[src/rtl/stack_pkg.sv]
// Constants and FSM state type shared by the 8-deep LIFO stack and its reader.
package stack_pkg;

    localparam int DATA_W = 8;
    localparam int DEPTH  = 8;
    localparam int CNT_W  = $clog2(DEPTH + 1);

    typedef enum logic [2:0] {
        IDLE,
        ISSUE,
        CAPTURE,
        SEND,
        DONE
    } rd_state_t;

    // Length 0 means "drain everything"; oversize requests saturate at DEPTH.
    function automatic logic [CNT_W-1:0] eff_len(input logic [CNT_W-1:0] len);
        if (len == '0 || len > CNT_W'(DEPTH))
            return CNT_W'(DEPTH);
        return len;
    endfunction

endpackage

[src/rtl/stack_drain_reader.sv]
// Reader-side controller for the LIFO stack: pops items one at a time and
// streams them out on a valid/ready interface, top of stack first.
module stack_drain_reader
    import stack_pkg::*;
(
    input  logic              clk,
    input  logic              rst,
    input  logic              cmd_valid,
    output logic              cmd_ready,
    input  logic [CNT_W-1:0]  cmd_len,
    output logic              stk_pop,
    input  logic [DATA_W-1:0] stk_data,
    input  logic              stk_empty,
    output logic              m_valid,
    input  logic              m_ready,
    output logic [DATA_W-1:0] m_data,
    output logic              m_last,
    output logic              done,
    output logic [CNT_W-1:0]  done_count,
    output logic              underflow
);

    rd_state_t         state_reg;
    logic [CNT_W-1:0]  count_reg;
    logic [CNT_W-1:0]  len_eff_reg;
    logic              drain_all_reg;
    logic              empty_seen_reg;
    logic              stk_pop_reg;
    logic              m_valid_reg;
    logic [DATA_W-1:0] m_data_reg;
    logic              m_last_reg;
    logic              done_reg;
    logic [CNT_W-1:0]  done_count_reg;
    logic              underflow_reg;
    logic [CNT_W-1:0]  count_next;

    assign count_next = count_reg + CNT_W'(1);

    // The empty flag is captured on the edge that enters ISSUE, so the pop
    // strobe comes straight out of a flop. At that edge the last pop is at
    // least two cycles old and the stack's registered flag has settled.
    always_ff @(posedge clk) begin
        if (rst) begin
            state_reg      <= IDLE;
            count_reg      <= '0;
            len_eff_reg    <= '0;
            drain_all_reg  <= 1'b0;
            empty_seen_reg <= 1'b0;
            stk_pop_reg    <= 1'b0;
            m_valid_reg    <= 1'b0;
            m_data_reg     <= '0;
            m_last_reg     <= 1'b0;
            done_reg       <= 1'b0;
            done_count_reg <= '0;
            underflow_reg  <= 1'b0;
        end else begin
            stk_pop_reg <= 1'b0;
            done_reg    <= 1'b0;
            case (state_reg)
                IDLE: begin
                    if (cmd_valid) begin
                        len_eff_reg    <= eff_len(cmd_len);
                        drain_all_reg  <= (cmd_len == '0);
                        count_reg      <= '0;
                        done_count_reg <= '0;
                        underflow_reg  <= 1'b0;
                        empty_seen_reg <= stk_empty;
                        stk_pop_reg    <= !stk_empty;
                        state_reg      <= ISSUE;
                    end
                end
                ISSUE: begin
                    if (empty_seen_reg) begin
                        underflow_reg  <= !drain_all_reg;
                        done_reg       <= 1'b1;
                        done_count_reg <= count_reg;
                        state_reg      <= DONE;
                    end else begin
                        state_reg <= CAPTURE;
                    end
                end
                CAPTURE: begin
                    m_data_reg  <= stk_data;
                    count_reg   <= count_next;
                    m_valid_reg <= 1'b1;
                    m_last_reg  <= !drain_all_reg && (count_next == len_eff_reg);
                    state_reg   <= SEND;
                end
                SEND: begin
                    if (m_ready) begin
                        m_valid_reg <= 1'b0;
                        m_last_reg  <= 1'b0;
                        if (count_reg == len_eff_reg) begin
                            done_reg       <= 1'b1;
                            done_count_reg <= count_reg;
                            state_reg      <= DONE;
                        end else begin
                            empty_seen_reg <= stk_empty;
                            stk_pop_reg    <= !stk_empty;
                            state_reg      <= ISSUE;
                        end
                    end
                end
                DONE: begin
                    state_reg <= IDLE;
                end
                default: begin
                    state_reg <= IDLE;
                end
            endcase
        end
    end

    assign cmd_ready  = (state_reg == IDLE);
    assign stk_pop    = stk_pop_reg;
    assign m_valid    = m_valid_reg;
    assign m_data     = m_data_reg;
    assign m_last     = m_last_reg;
    assign done       = done_reg;
    assign done_count = done_count_reg;
    assign underflow  = underflow_reg;

endmodule

[config.mk]
export PLATFORM = sky130hd
export DESIGN_NAME = stack_drain_reader
export DESIGN_NICKNAME = d
export VERILOG_FILES = /design/src/rtl/stack_pkg.sv /design/src/rtl/stack_drain_reader.sv
export SDC_FILE = /design/constraint.sdc
export NUM_CORES = 1
export LEC_CHECK = 0
export BUFFER_PORTS_ARGS = -buffer_cell sky130_fd_sc_hd__buf_2
export CAP_MARGIN = 40
export CORE_MARGIN = 5
export CORE_UTILIZATION = 47
export CTS_CLUSTER_DIAMETER = 60
export CTS_CLUSTER_SIZE = 25
export DETAILED_ROUTE_END_ITERATION = 12
export PLACE_DENSITY_LB_ADDON = 0.15
export SKIP_CTS_REPAIR_TIMING = 1
export SLEW_MARGIN = 20
export SYNTH_ARGS = -nofsm -noshare
export SYNTH_HDL_FRONTEND = slang
export SYNTH_SLANG_ARGS = --single-unit
[constraint.sdc]
create_clock -name clk -period 2.2 [get_ports clk]
set_input_delay 0.22 -clock clk [delete_from_list [all_inputs] [get_ports clk]]
set_output_delay 0.22 -clock clk [all_outputs]
set_load 0.01 [all_outputs]
== Word level (Yosys, flattened, before mapping) ==
Index checks and enable logic that the tools add are counted.
Widths: inputs -> output; s select.

* Output and inout bits: 18
* Memory bits (writable): 0
* Latch bits: 0
* ROM bits: 0
* Input bits: 17
* Memories kept: 0
* Bits in registers: 30
* Word-level logic and storage cells: 77

* $lt $le $gt $ge: 1
* $add $sub $neg: 1
* Shifts and indexed selects: 0
* Multiply operators: 0
* Reduce and logical (&&, ||, !) cells: 18
* Div/mod/pow operators: 0
* Equality and inequality tests: 10
* Bitwise operators: 0
* Multiplexer cells: 35

{| class="wikitable"
|+ Operator list
! cell !! count
|-
| $mux 4 || 6
|-
| $mux 1 || 16
|-
| $mux 3 || 4
|-
| $pmux 1 s2 || 6
|-
| $pmux 3 s4 || 1
|-
| $pmux 4 s3 || 1
|-
| $ne 2x2->1 const B || 5
|-
| $eq 4x4->1 || 2
|-
| $pmux 4 s2 || 1
|-
| $reduce_and 2->1 || 4
|-
| $reduce_bool 2->1 || 4
|-
| $eq 3x2->1 const B || 2
|-
| $reduce_and 5->1 || 1
|-
| $add 4x1->4 const B || 1
|-
| $gt 4x4->1 const B || 1
|-
| $logic_not 4->1 || 1
|-
| $reduce_and 4->1 || 1
|-
| $eq 3x1->1 const B || 1
|-
| $logic_not 3->1 || 1
|-
| $reduce_and 3->1 || 1
|-
| $reduce_bool 3->1 || 1
|-
| $logic_not 1->1 || 2
|-
| $logic_and 1x1->1 || 1
|-
| $logic_or 1x1->1 || 1
|}

== Depth between registers and ports, before layout ==
* Word-level depth: 7
* Gate-level depth with buffers: 6
* Mapped depth without buffers: 4

== Worst setup path after synthesis ==
Ideal clock, no wire load.

* Path type: register -> register
* Start point: reg count_reg[0]
* End point: reg done_count_reg[0] (netlist: done_count[0])
* Arrival: 1.338 ns
* Path slack: 0.790 ns
* Required time: 2.128 ns
* Cell stages (with the launch flop): 5
* Buffers on the path: 0
* Clock period less this slack: 1.410 ns
* Cells stage by stage: dfxtp_1 > xnor2_2 > nand4_2 > a311oi_4 > mux2i_1

* Word-level cells in the longest chain between the ends: 3

{| class="wikitable"
|+ Ends and longest elaborated chain
! item !! line !! text
|-
| start, declared || stack_drain_reader.sv:24 || <nowiki>logic [CNT_W-1:0] count_reg;</nowiki>
|-
| start signal, assigned || stack_drain_reader.sv:84 || <nowiki>count_reg <= count_next;</nowiki>
|-
| $eq 4x4->1 or $mux 4 (tied branches) || stack_drain_reader.sv:93 || <nowiki>if (count_reg == len_eff_reg) begin</nowiki>
|-
| $ne 2x2->1 (no source line) or $mux 4 (tied branches) || -- ||
|-
| $reduce_and 5->1 (no source line) or $pmux 4 s3 (tied branches) || -- ||
|-
| end signal, assigned || stack_drain_reader.sv:76 || <nowiki>done_count_reg <= count_reg;</nowiki>
|-
| end signal, assigned || stack_drain_reader.sv:95 || <nowiki>done_count_reg <= count_reg;</nowiki>
|-
| end, declared || stack_drain_reader.sv:33 || <nowiki>logic [CNT_W-1:0] done_count_reg;</nowiki>
|}

Several ways; a longest one is shown, not always the timed one. The select of a mux whose other input is x is not followed.
A chain may end at the register's enable or synchronous reset.

== Worst setup path after layout ==
* Start point: reg state_reg[1]
* End point: reg m_last_reg (netlist: m_last)

* Word-level cells in the longest chain between the ends: 3

{| class="wikitable"
|+ Ends and longest elaborated chain
! item !! line !! text
|-
| start, declared || stack_drain_reader.sv:23 || <nowiki>rd_state_t state_reg;</nowiki>
|-
| start signal, assigned || stack_drain_reader.sv:44 || <nowiki>state_reg <= IDLE;</nowiki>
|-
| start signal, assigned || stack_drain_reader.sv:69 || <nowiki>state_reg <= ISSUE;</nowiki>
|-
| start signal, assigned || stack_drain_reader.sv:77 || <nowiki>state_reg <= DONE;</nowiki>
|-
| $eq 3x2->1 || stack_drain_reader.sv:59 || <nowiki>case (state_reg)</nowiki>
|-
| $ne 2x2->1 (no source line) or $reduce_bool 2->1 (tied branches) || -- ||
|-
| $reduce_and 2->1 (no source line) || -- ||
|-
| end signal, assigned || stack_drain_reader.sv:86 || <nowiki>m_last_reg <= !drain_all_reg && (count_next == len_eff_reg);</nowiki>
|-
| end, declared || stack_drain_reader.sv:31 || <nowiki>logic m_last_reg;</nowiki>
|}

Several ways; a longest one is shown, not always the timed one.

==> impl_metrics.json <==
{
  "grt_util_met2": 0.306,
  "cts_made_buffers": 5,
  "synth.top_cell.area_share": 0.419,
  "power_density_nw_per_um2": 725,
  "cts_root_buffer": "clkbuf_4",
  "path_clk_slew_ns": 0.08,
  "drt_iter0_drc": 64,
  "leakage_nw": 0.635,
  "core-area_um2": 2980,
  "r2r_end": "m_last",
  "cts_tree": "yes",
  "ys_seq_area_frac": 0.419,
  "crit_arrival_ns": 2.12,
  "grt_setup_unrepaired": "false",
  "p_sw_frac": 0.312,
  "busiest_layer": "met2",
  "synthTopCellsByArea": "dfxtp_1 42%, nand2_1 7.9%, a21oi_1 7.0%",
  "antenna_found_initial": 0,
  "ant_nets": 0,
  "ctsHtreeMaxLevel": 2,
  "syn_area_per_cell_um2": 8.74,
  "max-cap-violations": 0,
  "pwr-share-clk": 0.245,
  "yosysUniqueCellTypes": 42,
  "setup_violations": 0,
  "gp_congestion": 0.840,
  "die_w_um": 65.2,
  "start_util": 0.481,
  "layout.nets": 215,
  "cp.required_ns": 2.45,
  "hold-path-endpoint": "stk_pop",
  "wirelength_um": 3160,
  "ys_top_cells_by_count": "30 x dfxtp_1, 30 x nand2_1, 20 x a21oi_1",
  "detail_route.vias_per_cell": 5.41,
  "worstHoldStart": "stk_empty",
  "clockBufferDepth": 2,
  "synth_edf_count": 0,
  "drive_gt1_frac": 0.254,
  "critical_path.cell_chain": "or3b_1 -> nor4_1 -> nand3_1 -> o21ai_0",
  "p_sw_mw": 0.372,
  "numPortBuffers": 34,
  "io_pins": 35,
  "slew_headroom": 0.635,
  "ir_drop_uv": 380,
  "fp-row-count": 20,
  "first_pass_iters": 4,
  "slowest_delay_ns": 0.63,
  "final_util": 0.553,
  "clock_latency_ns": 0.32,
  "largest_reg_flops": 8,
  "met3_usage": 0.0530,
  "grt_max_degree": 32,
  "pwr-share-comb": 0.231,
  "grt_pass1_vias": 1269,
  "post-route-drc-count": 0,
  "gr-total-overflow": 0,
  "tightest_slew_ns": 0.547,
  "finalCriticalPeriod_ns": 1.87,
  "rr_worst_depth": 4,
  "die-area_um2": 4250,
  "clock_skew_ns": 0.00174,
  "cp.buffers_inverters": 0,
  "synth_async_sr_flop_share": 0,
  "die_h_um": 65.2,
  "min_path_type": "input pin to flip-flop",
  "synth-seq-cells": 30,
  "regToRegSetupSlack_ns": 0.33,
  "setup_slack_ns": 0.325,
  "crit_type": "flip-flop to flip-flop",
  "antennaDiodeCount": 0,
  "end_kind": "flip-flop",
  "synth_area_leader_cell": "dfxtp_1",
  "post_drt_wl_per_cell_um": 13.7,
  "crit_family": "simple AND/OR/NAND/NOR gates",
  "timing.final.crit_share": 0.852,
  "dp_hpwl_um": 2300,
  "fmax_mhz": 533,
  "netlist_instances": 164,
  "worstSetupStartpointType": "flip-flop",
  "synthFlopType": "dfxtp_1",
  "crit_fanout": 15,
  "syn_area_um2": 1430,
  "worstHoldPathCells": 2,
  "whs_ns": 0.0677,
  "use_met1": 0.186,
  "pwr-share-seq": 0.524,
  "tns_ns": 0,
  "r2r-start": "state_reg[1]",
  "slowest_stage": "dfxtp_1",
  "final-hold-violation-count": 0,
  "dr_total_vias": 1244,
  "grt_pass1_wl_um": 5690,
  "syn2layout_area_growth_pct": 14.9,
  "outcome": "complete, no violations",
  "clock-sinks": 30,
  "dpl_worst_slack_ns": 0.334,
  "grt.total_usage": 0.172,
  "p_total_mw": 1.19,
  "maxSlewViolCount": 0,
  "p_int_mw": 0.821,
  "yosys_warnings": 0,
  "syn_nets": 182
}
[cell usage in the layout (no fill, tap or decap), types with 2 or more instances in the layout]
cell	synthesis	routed
nor2_1	7	7
clkbuf_4	0	5
nand3_1	4	4
nor2b_1	3	3
nand3b_1	4	4
buf_4	2	2
a21oi_1	20	20
xnor2_1	5	5
clkbuf_1	3	2
nand2_1	30	30
o21ai_0	4	4
nor3b_1	3	3
mux2i_1	4	4
buf_2	4	34
nor3_1	5	5
inv_1	3	3
nand2b_1	5	5
xnor2_2	3	3
dfxtp_1	30	30
nor4_1	2	2
[routing by layer]
metal | vias to the layer above | share of wire
met5 | - | 0
met4 | 0 | 0.022
met3 | 6 | 0.044
met2 | 18 | 0.52
met1 | 586 | 0.42
li1 | 634 | -
[worst max-delay path by stage]
stage	depth (start not counted)	endpoint	from	slack (ns)
finish	4	m_last	state_reg[1]	0.33
global route	4	m_last	state_reg[1]	0.19
CTS	4	m_last	state_reg[1]	0.31
detailed placement	4	m_last	state_reg[1]	0.33
global placement	4	m_last	state_reg[1]	0.46
floorplan	4	done_count[0]	count_reg[0]	0.79
[power by group through the flow]
stage	clock (mW)	sequential, mW	combinational, mW
6_report	0.292	0.626	0.276
5_1_grt	0.326	0.635	0.307
4_1_cts	0.302	0.625	0.278
3_5_place_dp	0	0.638	0.276
3_3_place_gp	0	0.636	0.267
2_1_floorplan	0	0.626	0.212
[area by class of cell]
class                   count  area [µm²]
well taps                  33        41.3
flip-flops and latches     30         601
clock buffers               7        45.0
fillers                   288        1330
repair buffers             36         185
multi-input cells         121         763
inverters                   3        11.3
[worst register-to-register path: stages, from the launching register on]
cell and delay [ns]:
dfxtp_1 0.63, or3b_1 0.60, nor4_1 0.32, nand3_1 0.10, o21ai_0 0.15
[cells by family (layout without fill, tap and decap cells)]
family | after synthesis | after routing | share of synthesized area
AOI/OAI and AO/OA | 34 | 34 | 0.148
and+or+nand+nor | 72 | 72 | 0.269
muxes | 5 | 5 | 0.0358
DFF | 30 | 30 | 0.419
buffers and inverters | 13 | 46 | 0.0480
adders and majority gates | 1 | 1 | 0.00873
xor gates and xnor gates | 9 | 9 | 0.0707
[metrics by stage]
stage	instances	instance area (µm²)
2_1_floorplan	164	1430
3_3_place_gp	223	1600
3_5_place_dp	223	1600
4_1_cts	230	1650
5_1_grt	230	1650
6_report	230	1650
(Power assumes the default switching activity.)
